## src/rtl/player_motion_collision_pkg.sv

```systemverilog
// Shared game types for the light-cycle core: grid size (also used by the
// renderer), movement directions with their reversal helper, and the game
// mode encoding produced by the mode FSM.
package player_motion_collision_pkg;

    localparam int GRID_W = 64;
    localparam int GRID_H = 48;

    typedef enum logic [2:0] {
        WAIT  = 3'd0,
        UP    = 3'd1,
        DOWN  = 3'd2,
        LEFT  = 3'd3,
        RIGHT = 3'd4
    } dir_t;

    typedef enum logic [1:0] {
        START   = 2'd0,
        GAME    = 2'd1,
        P1_WINS = 2'd2,
        P2_WINS = 2'd3
    } game_mode;

    // 180-degree counterpart of a direction; WAIT has none.
    function automatic dir_t opposite(input dir_t d);
        case (d)
            UP:      opposite = DOWN;
            DOWN:    opposite = UP;
            LEFT:    opposite = RIGHT;
            RIGHT:   opposite = LEFT;
            default: opposite = WAIT;
        endcase
    endfunction

endpackage

```

## src/rtl/player_motion_collision_dir_latch.sv

```systemverilog
// Pending-direction register for one player.
// Ports:
//   clk, rst_n    clock, async active-low reset
//   i_clear       drop any pending request (game not running)
//   i_cur_dir     direction the request is judged against
//   i_req/i_vld   requested direction and its one-cycle strobe
//   o_pending     last accepted request, WAIT if none
// A request is accepted unless it is WAIT or a reversal of i_cur_dir;
// a rejected request leaves the pending value untouched.
module player_motion_collision_dir_latch
    import player_motion_collision_pkg::*;
(
    input  logic clk,
    input  logic rst_n,
    input  logic i_clear,
    input  dir_t i_cur_dir,
    input  dir_t i_req,
    input  logic i_vld,
    output dir_t o_pending
);

    dir_t r_pending;

    // Pending register: last valid request wins.
    always_ff @(posedge clk or negedge rst_n) begin
        if (!rst_n) begin
            r_pending <= WAIT;
        end else if (i_clear) begin
            r_pending <= WAIT;
        end else if (i_vld && (i_req != WAIT) && (i_req != opposite(i_cur_dir))) begin
            r_pending <= i_req;
        end else begin
            r_pending <= r_pending;
        end
    end

    assign o_pending = r_pending;

endmodule

```

## src/rtl/player_motion_collision.sv

```systemverilog
// Moves both player heads across the cell grid and detects deaths.
// Ports:
//   clk, rst_n                      clock, async active-low reset
//   i_mode                          game mode; the block only runs in GAME
//   i_frame_tick                    one pulse per video frame
//   i_pN_dir_req / i_pN_dir_vld     steering request and strobe per player
//   o_occ_rd_en/_x/_y, i_occ_rd_data trail RAM read, data one cycle later
//   o_occ_wr_en/_x/_y/_player       trail RAM cell set (player 0 = P1)
//   o_occ_clr                       clear-all pulse at game start
//   o_pN_x / o_pN_y                 current head cells
//   o_player1/2_collision           death flags, held until GAME is left
module player_motion_collision
    import player_motion_collision_pkg::*;
#(
    parameter int GRID_W      = player_motion_collision_pkg::GRID_W,
    parameter int GRID_H      = player_motion_collision_pkg::GRID_H,
    parameter int STEP_FRAMES = 6,
    parameter int P1_X0       = 8,
    parameter int P1_Y0       = 24,
    parameter int P2_X0       = 55,
    parameter int P2_Y0       = 24,
    localparam int X_W        = $clog2(GRID_W),
    localparam int Y_W        = $clog2(GRID_H)
) (
    input  logic           clk,
    input  logic           rst_n,
    input  game_mode       i_mode,
    input  logic           i_frame_tick,
    input  dir_t           i_p1_dir_req,
    input  dir_t           i_p2_dir_req,
    input  logic           i_p1_dir_vld,
    input  logic           i_p2_dir_vld,
    output logic           o_occ_rd_en,
    output logic [X_W-1:0] o_occ_rd_x,
    output logic [Y_W-1:0] o_occ_rd_y,
    input  logic           i_occ_rd_data,
    output logic           o_occ_wr_en,
    output logic [X_W-1:0] o_occ_wr_x,
    output logic [Y_W-1:0] o_occ_wr_y,
    output logic           o_occ_wr_player,
    output logic           o_occ_clr,
    output logic [X_W-1:0] o_p1_x,
    output logic [Y_W-1:0] o_p1_y,
    output logic [X_W-1:0] o_p2_x,
    output logic [Y_W-1:0] o_p2_y,
    output logic           o_player1_collision,
    output logic           o_player2_collision
);

    localparam int CNT_W = $clog2(STEP_FRAMES + 1);

    typedef enum logic [3:0] {
        S_IDLE  = 4'd0, S_INIT1 = 4'd1, S_INIT2 = 4'd2, S_RUN  = 4'd3,
        S_RD1   = 4'd4, S_RD2   = 4'd5, S_EVAL  = 4'd6, S_WR1  = 4'd7,
        S_WR2   = 4'd8, S_DEAD  = 4'd9
    } state_t;

    // When oob is set the cell keeps the current head: no arithmetic past the edge.
    typedef struct packed {
        logic           oob;
        logic [Y_W-1:0] y;
        logic [X_W-1:0] x;
    } cell_t;

    function automatic cell_t step_cell(input logic [X_W-1:0] x, input logic [Y_W-1:0] y,
                                        input dir_t d);
        step_cell.x   = x;
        step_cell.y   = y;
        step_cell.oob = 1'b0;
        case (d)
            UP:      if (y == {Y_W{1'b0}}) step_cell.oob = 1'b1; else step_cell.y = y - Y_W'(1);
            DOWN:    if (y == Y_W'(GRID_H - 1)) step_cell.oob = 1'b1; else step_cell.y = y + Y_W'(1);
            LEFT:    if (x == {X_W{1'b0}}) step_cell.oob = 1'b1; else step_cell.x = x - X_W'(1);
            RIGHT:   if (x == X_W'(GRID_W - 1)) step_cell.oob = 1'b1; else step_cell.x = x + X_W'(1);
            default: step_cell.oob = 1'b0;
        endcase
    endfunction

    state_t           r_state;
    logic [CNT_W-1:0] r_cnt;
    dir_t             r_dir1, r_dir2;
    cell_t            r_n1, r_n2;
    logic             r_hit1;
    logic [X_W-1:0]   r_p1_x, r_p2_x, r_rd_x, r_wr_x;
    logic [Y_W-1:0]   r_p1_y, r_p2_y, r_rd_y, r_wr_y;
    logic             r_rd_en, r_wr_en, r_wr_player, r_clr, r_col1, r_col2;

    dir_t  w_pend1, w_pend2, w_d1, w_d2, w_chk1, w_chk2;
    cell_t w_c1, w_c2;
    logic  w_step, w_clear, w_same, w_swap, w_die1, w_die2;

    assign w_clear = (r_state == S_IDLE) || (i_mode != GAME);
    assign w_step  = (i_mode == GAME) && (r_state == S_RUN) && i_frame_tick &&
                     (r_cnt == CNT_W'(STEP_FRAMES - 1));

    // Direction for the coming step and the next cells it leads to.
    always_comb begin
        w_d1 = (w_pend1 != WAIT) ? w_pend1 : r_dir1;
        w_d2 = (w_pend2 != WAIT) ? w_pend2 : r_dir2;
        w_c1 = step_cell(r_p1_x, r_p1_y, w_d1);
        w_c2 = step_cell(r_p2_x, r_p2_y, w_d2);
        // A request arriving on the step cycle is judged against the new direction.
        w_chk1 = w_step ? w_d1 : r_dir1;
        w_chk2 = w_step ? w_d2 : r_dir2;
    end

    // Death decision in EVAL; the second read's data is on i_occ_rd_data this cycle.
    always_comb begin
        w_same = !r_n1.oob && !r_n2.oob && (r_n1.x == r_n2.x) && (r_n1.y == r_n2.y);
        w_swap = (r_n1.x == r_p2_x) && (r_n1.y == r_p2_y) &&
                 (r_n2.x == r_p1_x) && (r_n2.y == r_p1_y);
        w_die1 = r_n1.oob | r_hit1 | w_same | w_swap;
        w_die2 = r_n2.oob | i_occ_rd_data | w_same | w_swap;
    end

    player_motion_collision_dir_latch u_dir1 (
        .clk(clk), .rst_n(rst_n), .i_clear(w_clear), .i_cur_dir(w_chk1),
        .i_req(i_p1_dir_req), .i_vld(i_p1_dir_vld), .o_pending(w_pend1)
    );

    player_motion_collision_dir_latch u_dir2 (
        .clk(clk), .rst_n(rst_n), .i_clear(w_clear), .i_cur_dir(w_chk2),
        .i_req(i_p2_dir_req), .i_vld(i_p2_dir_vld), .o_pending(w_pend2)
    );

    // Main FSM: step pacing, RAM sequencing, head update and death flags.
    always_ff @(posedge clk or negedge rst_n) begin
        if (!rst_n) begin
            r_state <= S_IDLE;      r_cnt <= {CNT_W{1'b0}};
            r_dir1  <= RIGHT;       r_dir2 <= LEFT;
            r_n1    <= '0;          r_n2   <= '0;       r_hit1 <= 1'b0;
            r_p1_x  <= X_W'(P1_X0); r_p1_y <= Y_W'(P1_Y0);
            r_p2_x  <= X_W'(P2_X0); r_p2_y <= Y_W'(P2_Y0);
            r_rd_en <= 1'b0; r_rd_x <= {X_W{1'b0}}; r_rd_y <= {Y_W{1'b0}};
            r_wr_en <= 1'b0; r_wr_x <= {X_W{1'b0}}; r_wr_y <= {Y_W{1'b0}};
            r_wr_player <= 1'b0; r_clr <= 1'b0; r_col1 <= 1'b0; r_col2 <= 1'b0;
        end else begin
            r_rd_en <= 1'b0;
            r_wr_en <= 1'b0;
            r_clr   <= 1'b0;
            if (i_mode != GAME) begin
                r_state <= S_IDLE;      r_cnt <= {CNT_W{1'b0}};
                r_dir1  <= RIGHT;       r_dir2 <= LEFT;
                r_p1_x  <= X_W'(P1_X0); r_p1_y <= Y_W'(P1_Y0);
                r_p2_x  <= X_W'(P2_X0); r_p2_y <= Y_W'(P2_Y0);
                r_col1  <= 1'b0;        r_col2 <= 1'b0;
            end else begin
                case (r_state)
                    S_IDLE: begin
                        r_clr   <= 1'b1;
                        r_state <= S_INIT1;
                    end
                    S_INIT1: begin
                        r_wr_en <= 1'b1; r_wr_x <= X_W'(P1_X0); r_wr_y <= Y_W'(P1_Y0);
                        r_wr_player <= 1'b0;
                        r_state <= S_INIT2;
                    end
                    S_INIT2: begin
                        r_wr_en <= 1'b1; r_wr_x <= X_W'(P2_X0); r_wr_y <= Y_W'(P2_Y0);
                        r_wr_player <= 1'b1;
                        r_state <= S_RUN;
                    end
                    S_RUN: begin
                        if (w_step) begin
                            r_cnt   <= {CNT_W{1'b0}};
                            r_dir1  <= w_d1;  r_dir2 <= w_d2;
                            r_n1    <= w_c1;  r_n2   <= w_c2;
                            r_rd_en <= 1'b1;  r_rd_x <= w_c1.x; r_rd_y <= w_c1.y;
                            r_state <= S_RD1;
                        end else if (i_frame_tick) begin
                            r_cnt <= r_cnt + CNT_W'(1);
                        end
                    end
                    S_RD1: begin
                        r_rd_en <= 1'b1; r_rd_x <= r_n2.x; r_rd_y <= r_n2.y;
                        r_state <= S_RD2;
                    end
                    S_RD2: begin
                        r_hit1  <= i_occ_rd_data;
                        r_state <= S_EVAL;
                    end
                    S_EVAL: begin
                        if (w_die1 || w_die2) begin
                            r_col1  <= w_die1;
                            r_col2  <= w_die2;
                            r_state <= S_DEAD;
                        end else begin
                            r_p1_x  <= r_n1.x; r_p1_y <= r_n1.y;
                            r_p2_x  <= r_n2.x; r_p2_y <= r_n2.y;
                            r_wr_en <= 1'b1; r_wr_x <= r_n1.x; r_wr_y <= r_n1.y;
                            r_wr_player <= 1'b0;
                            r_state <= S_WR1;
                        end
                    end
                    S_WR1: begin
                        r_wr_en <= 1'b1; r_wr_x <= r_n2.x; r_wr_y <= r_n2.y;
                        r_wr_player <= 1'b1;
                        r_state <= S_WR2;
                    end
                    S_WR2:   r_state <= S_RUN;
                    S_DEAD:  r_state <= S_DEAD;
                    default: r_state <= S_IDLE;
                endcase
            end
        end
    end

    assign o_occ_rd_en         = r_rd_en;
    assign o_occ_rd_x          = r_rd_x;
    assign o_occ_rd_y          = r_rd_y;
    assign o_occ_wr_en         = r_wr_en;
    assign o_occ_wr_x          = r_wr_x;
    assign o_occ_wr_y          = r_wr_y;
    assign o_occ_wr_player     = r_wr_player;
    assign o_occ_clr           = r_clr;
    assign o_p1_x              = r_p1_x;
    assign o_p1_y              = r_p1_y;
    assign o_p2_x              = r_p2_x;
    assign o_p2_y              = r_p2_y;
    assign o_player1_collision = r_col1;
    assign o_player2_collision = r_col2;

endmodule

```

## config.mk

```make
export PLATFORM = sky130hd
export DESIGN_NAME = player_motion_collision
export DESIGN_NICKNAME = d
export VERILOG_FILES = /design/src/rtl/player_motion_collision_pkg.sv /design/src/rtl/player_motion_collision_dir_latch.sv /design/src/rtl/player_motion_collision.sv
export SDC_FILE = /design/constraint.sdc
export NUM_CORES = 1
export LEC_CHECK = 0
export ABC_AREA = 1
export CORE_MARGIN = 4
export CORE_UTILIZATION = 50
export DETAILED_ROUTE_END_ITERATION = 8
export PLACE_DENSITY = 0.72
export SLEW_MARGIN = 0
export SYNTH_ARGS = -nofsm -noshare
export SYNTH_HDL_FRONTEND = slang
export SYNTH_SLANG_ARGS = --single-unit
```

## constraint.sdc

```tcl
create_clock -name clk -period 4.3 [get_ports clk]
set_input_delay 1.29 -clock clk [delete_from_list [all_inputs] [get_ports clk]]
set_output_delay 1.29 -clock clk [all_outputs]
set_load 0.005 [all_outputs]
```

# Yosys cells after proc, flatten, opt, wreduce, memory -nomap -nowiden
# Cells that the tools add are included.
[classes]
n_addsub = 9
n_eq_ne = 44
n_mux = 80
n_bitwise = 7
n_reduce_logical = 49
[op_table]
columns = ["operator", "count"]
rows = [
  ["2-to-1 mux 6 bit", 22],
  ["case mux 6 bit (2 select lines)", 6],
  ["2-to-1 mux 3 bit", 18],
  ["equality test 6 bit", 6],
  ["case mux 4 bit (9 select lines)", 1],
  ["adder 6 x 1 -> 6 bit, second input constant", 4],
  ["equality test 3 x 2 -> 1 bit, second input constant", 8],
  ["equality test 6 bit, second input constant", 4],
  ["zero test 6 bit", 4],
  ["case mux 3 bit (4 select lines)", 2],
  ["case mux 6 bit (4 select lines)", 1],
  ["subtractor 6 x 1 -> 6 bit, second input constant", 4],
  ["2-to-1 mux 1 bit", 21],
  ["nonzero test 3 bit", 7],
  ["case mux 6 bit (3 select lines)", 1],
  ["equality test 4 x 3 -> 1 bit, second input constant", 4],
  ["equality test 3 bit, second input constant", 5],
  ["AND reduction 3 bit", 5],
  ["logical AND 1 bit", 13],
  ["equality test 3 x 1 -> 1 bit, second input constant", 4],
  ["2-to-1 mux 4 bit", 3],
  ["nonzero test 2 bit", 6],
  ["equality test 4 x 2 -> 1 bit, second input constant", 2],
  ["equality test 4 bit, second input constant", 2],
  ["other kinds (19)", 36],
]
[totals]
reg_bits = 100
in_bits = 14

# Longest topological paths before layout
[logic_depth]
word_depth = 12
mapped_depth = 17

# Hierarchy
# From an unflattened synthesis, not the netlist that was laid out.
[hier_totals]
hier_cells = 1003
hier_area_um2 = 6809.0
[by_module_without_submodules]
columns = ["module", "instances", "cells_per_inst", "area_per_inst_um2", "seq_area_each_um2"]
rows = [
  ["player_motion_collision", 1, 943, 6406.1, 2368.5],
  ["player_motion_collision_dir_latch", 2, 30, 201.4, 75.1],
]

# Worst setup path after synthesis
# Ideal clock, no wire load.
[synth_timing]
path_type = "input port to flip-flop"
startpoint = "input port i_mode[0]"
endpoint = "register u_dir2.r_pending[0] (netlist: u_dir2.o_pending[0])"
setup_time_ns = 0.117
t_arrival_ns = 2.526
required_ns = 4.183
slack_ns = 1.656
path_stages = 13
path_buffers = 1
path_cell_list = "inv_1 -> nor2_8 -> nand3_1 -> nor2_2 -> buf_6 -> nand3_2 -> nand2_2 -> nand3_2 -> xor2_2 -> nand3_2 -> nand2_2 -> nand3_1 -> nand2_1"
[synth_via]
elab_chain_len = 11
word_cells_on_any_way = 17
[synth_rtl]
columns = ["item", "line_no", "text"]
rows = [
  ["start: declaration", "player_motion_collision.sv:27", "input game_mode i_mode,"],
  ["equality test 2 x 1 -> 1 bit", "player_motion_collision.sv:93", "assign w_step = (i_mode == GAME) && (r_state == S_RUN) && i_frame_tick &&"],
  ["logical AND 1 bit (3 in a row)", "player_motion_collision.sv:93", ""],
  ["2-to-1 mux 3 bit", "-", ""],
  ["equality test 3 bit, or another cell as far along", "player_motion_collision_pkg.sv:26", "case (d)"],
  ["case mux 3 bit (4 select lines)", "player_motion_collision_pkg.sv:26", ""],
  ["2-to-1 mux 3 bit", "player_motion_collision_dir_latch.sv:28", "end else if (i_clear) begin"],
  ["!= test 3 bit", "player_motion_collision_dir_latch.sv:30", "end else if (i_vld && (i_req != WAIT) && (i_req != opposite(i_cur_dir))) begin"],
  ["logical AND 1 bit", "player_motion_collision_dir_latch.sv:30", ""],
  ["nonzero test 2 bit (no line)", "-", ""],
  ["end signal: assignment", "player_motion_collision_dir_latch.sv:31", "r_pending <= i_req;"],
  ["end signal: assignment", "player_motion_collision_dir_latch.sv:33", "r_pending <= r_pending;"],
  ["end: declaration", "player_motion_collision_dir_latch.sv:22", "dir_t r_pending;"],
]
# Parallel ways exist; a longest one is shown, timed or not. The select of a mux whose other input is x is not followed.
# A chain may end at the register's enable or synchronous reset.

# Worst setup path after layout
[layout_timing]
startpoint = "input port i_mode[1]"
endpoint = "register r_rd_y[3] (netlist: o_occ_rd_y[3])"
[layout_via]
elab_chain_len = 6
word_cells_on_any_way = 8
[layout_rtl]
columns = ["item", "line_no", "text"]
rows = [
  ["equality test 2 x 1 -> 1 bit", "player_motion_collision.sv:93", ""],
  ["logical AND 1 bit (3 in a row)", "player_motion_collision.sv:93", ""],
  ["!= test 2 bit (no line)", "-", ""],
  ["AND reduction 3 bit (no line) (*)", "-", ""],
  ["end signal: assignment", "player_motion_collision.sv:134", "r_rd_en <= 1'b0; r_rd_x <= {X_W{1'b0}}; r_rd_y <= {Y_W{1'b0}};"],
  ["end signal: assignment", "player_motion_collision.sv:168", "r_rd_en <= 1'b1; r_rd_x <= w_c1.x; r_rd_y <= w_c1.y;"],
  ["end signal: assignment", "player_motion_collision.sv:175", "r_rd_en <= 1'b1; r_rd_x <= r_n2.x; r_rd_y <= r_n2.y;"],
  ["end: declaration", "player_motion_collision.sv:85", "logic [Y_W-1:0] r_p1_y, r_p2_y, r_rd_y, r_wr_y;"],
]
# Every way passes the cells marked *; elsewhere a longest branch is shown, timed or not.

==> results.yml <==
cts:
  cts_setup_buffers: 0
  htree_num_levels: 3
  cts_hold_buf: 0
  cts-root-buf: "clkbuf_16"
  cts_tree: "done"
  cts_sinks: 100
  clockBufferDepth: 2
  clk_pin_slew_worst_paths_ps: 70
  ctsResizeCount: 0
  insertion_delay_ps: 360
  cts_buffers: 9
floorplan:
  die_x_um: 122
  core_area_um2: 12700
  die_h_um: 122
  ios: 68
  num_rows: 41
  dieArea_um2: 14900
  initial_core_util_pct: 51.4
yosys:
  synth_warnings: 0
  syn_inst: 883
  syn_nets: 907
  synth_top_area_share_pct: 33.4
  ys_seq_elements: 100
  ys_top_cells_by_area: "dfrtp_1 (33%), nand2_1 (12%), inv_1 (6.3%)"
  synth_ff_type: "dfrtp_1"
  ys_top_cells_by_count: "nand2_1 (200), inv_1 (110), dfrtp_1 (87)"
  synth_area_um2: 6520
  synth.most_common_cell: "nand2_1"
  synth-async-reset-ratio_pct: 100
  syn_area_per_cell_um2: 7.38
  post_synth_num_cell_types: 49
  ys_seq_area_share_pct: 38.6
  yosysTopAreaCell: "dfrtp_1"
  synth_enable_flop_cells: 0
power_and_ir_drop:
  pwr_density_cell_nw_per_um2: 256
  ir_worst_vdd_mv: 0.150
  p_total_w: 0.00194
  leakagePower_nw: 3.52
placement:
  gp_routability_congestion: 0.970
  dp_hpwl_um: 14400
  port_buffers: 67
  post-place-ws_ps: 811
critical_path:
  crit_fanout: 35
  regToRegStartpoint: "r_cnt[1]"
  cp.arrival_ps: 3390
  regToRegSetupSlack_ps: 1760
  required_ps: 4550
  crit_type: "input port to flip-flop"
  worstSetupStartpointType: "input port"
  end_kind: "flip-flop"
  r2r_cells: 11
  r2r-end: "o_occ_rd_y[3]"
  worstSetupStartpoint: "i_mode[1]"
hold_path:
  worst_hold_path.endpoint: "o_occ_wr_x[1]"
  hp-start: "o_occ_wr_x[1]"
  hp-class: "flip-flop to flip-flop"
  holdPathStages: 2
cells_and_area:
  nFillCells: 1241
  drive_above_1_share_pct: 7.86
  antennaDiodeCount: 0
  area_growth_pct: 16.4
  fin_nets: 960
route:
  wire_per_inst_um: 17.3
  vias: 6355
  drcViolationCount: 0
  ant_nets: 0
  first_pass_iters: 5
  wirelength_um: 19300
  viasPerCell: 5.71
  first_iter_violations: 596
timing:
  slew_headroom_pct: 44.5
  max_freq_mhz: 319
  tightestPinTransition_ps: 832
  finClkSkew_ps: 10.2
  slew_violations: 0
  finalCriticalPeriod_ps: 3140
  tns_ps: 0
  finalHoldViolCount: 0
  fin_ws_ps: 1160
  setup_violations: 0
  rsz0062_at_grt: "no"
  post-route-period-util_pct: 73.0
global_routing:
  antenna_found_initial: 0
  grt-ovfl-total: 0
  gr-usage-all-layers_pct: 26.8
  grt_max_degree: 61
  grt_pass1_wl_um: 31100
  grt_pass1_vias: 5889
job:
  cap_violations: 0
outcome:
  status: "finished clean"
==> cells in the final DEF, fill, tap and decap left out, types with 6 or more instances in the layout <==
| cell | n |
|---|---|
| o22ai_1 | 11 |
| dfrtp_1 | 87 |
| xor2_1 | 29 |
| a21oi_1 | 44 |
| inv_1 | 110 |
| xnor2_1 | 14 |
| ha_1 | 10 |
| o21ai_1 | 6 |
| nand3_1 | 63 |
| nand3_2 | 9 |
| clkdlybuf4s50_1 | 66 |
| o211ai_1 | 12 |
| o221ai_1 | 7 |
| clkbuf_16 | 9 |
| nand2_1 | 200 |
| buf_4 | 8 |
| nand2_2 | 10 |
| nor3_1 | 27 |
| nand4_1 | 20 |
| nor2_1 | 71 |
| dfstp_2 | 13 |
| o21ai_0 | 61 |
==> sequential cells by signal (all words and copies together) (netlist names), 3 cells and up <==
| register | count |
|---|---|
| o_occ_rd_x | 6 |
| o_occ_rd_y | 6 |
| o_occ_wr_x | 6 |
| o_occ_wr_y | 6 |
| o_p1_x | 6 |
| o_p1_y | 6 |
| o_p2_x | 6 |
| o_p2_y | 6 |
| r_cnt | 3 |
| r_dir1 | 3 |
| r_dir2 | 3 |
| r_n1 | 13 |
| r_n2 | 13 |
| r_state | 4 |
| u_dir1.o_pending | 3 |
| u_dir2.o_pending | 3 |
==> where the power goes <==
part	switching [W]	internal (W)	leakage (nW)
Combinational	0.0000954	0.0000779	2.13
Clock	0.000384	0.000402	0.132
Sequential	0.0000151	0.000966	1.25
==> cell families after synthesis <==
family          synth area share (%)
mux                            0.154
compound gates                  14.5
flops                           38.6
fa+ha+maj                       1.92
buf+inv                         9.06
xor+xnor                        6.03
simple gates                    29.7
==> area by class of cell <==
type	instances	area, µm²	share of cell area [%]
clock inverters	5	45.0	0.593
inverters	114	428	5.64
flip-flops and latches	100	2520	33.2
clock buffers	11	233	3.07
multi-input cells	636	3410	44.9
well taps	172	215	2.84
repair buffers	75	741	9.76
==> worst max-delay path, stage by stage <==
cell,delay [ps]
clkdlybuf4s50_1,490
nor2_8,220
nand4_4,190
buf_4,310
nand2_2,220
inv_1,250
a21oi_1,190
o21ai_0,110
o21a_1,120
==> through the flow <==
| step | instances | instance area, µm² | util [%] | hold WS [ps] |
|---|---|---|---|---|
| after floorplan | 883 | 6520 | - | 465 |
| after global placement | 1097 | 7310 | 57.7 | 457 |
| after detailed placement | 1097 | 7310 | 57.7 | 458 |
| after CTS | 1113 | 7590 | 59.9 | 476 |
| after global routing | 1113 | 7590 | 59.9 | 490 |
| final | 1113 | 7590 | 59.9 | 473 |
==> worst max-delay path by stage <==
stage	endpoint	slack (ps)
floorplan	u_dir2.o_pending[0]	1660
global placement	u_dir1.o_pending[2]	850
detailed placement	o_occ_rd_y[3]	810
CTS	u_dir1.o_pending[2]	1180
global route	u_dir1.o_pending[1]	920
finish	o_occ_rd_y[3]	1160
==> routing by layer <==
layer  vias to the layer above  global-route usage, %  wire (µm)
met5                         -                      0          0
met4                         0                   12.0        663
met3                        51                   3.34       1540
met2                       299                   41.9       8780
met1                      2978                   37.4       8270
li1                       3027                      -          -
Power figures use the tool's default switching activity.
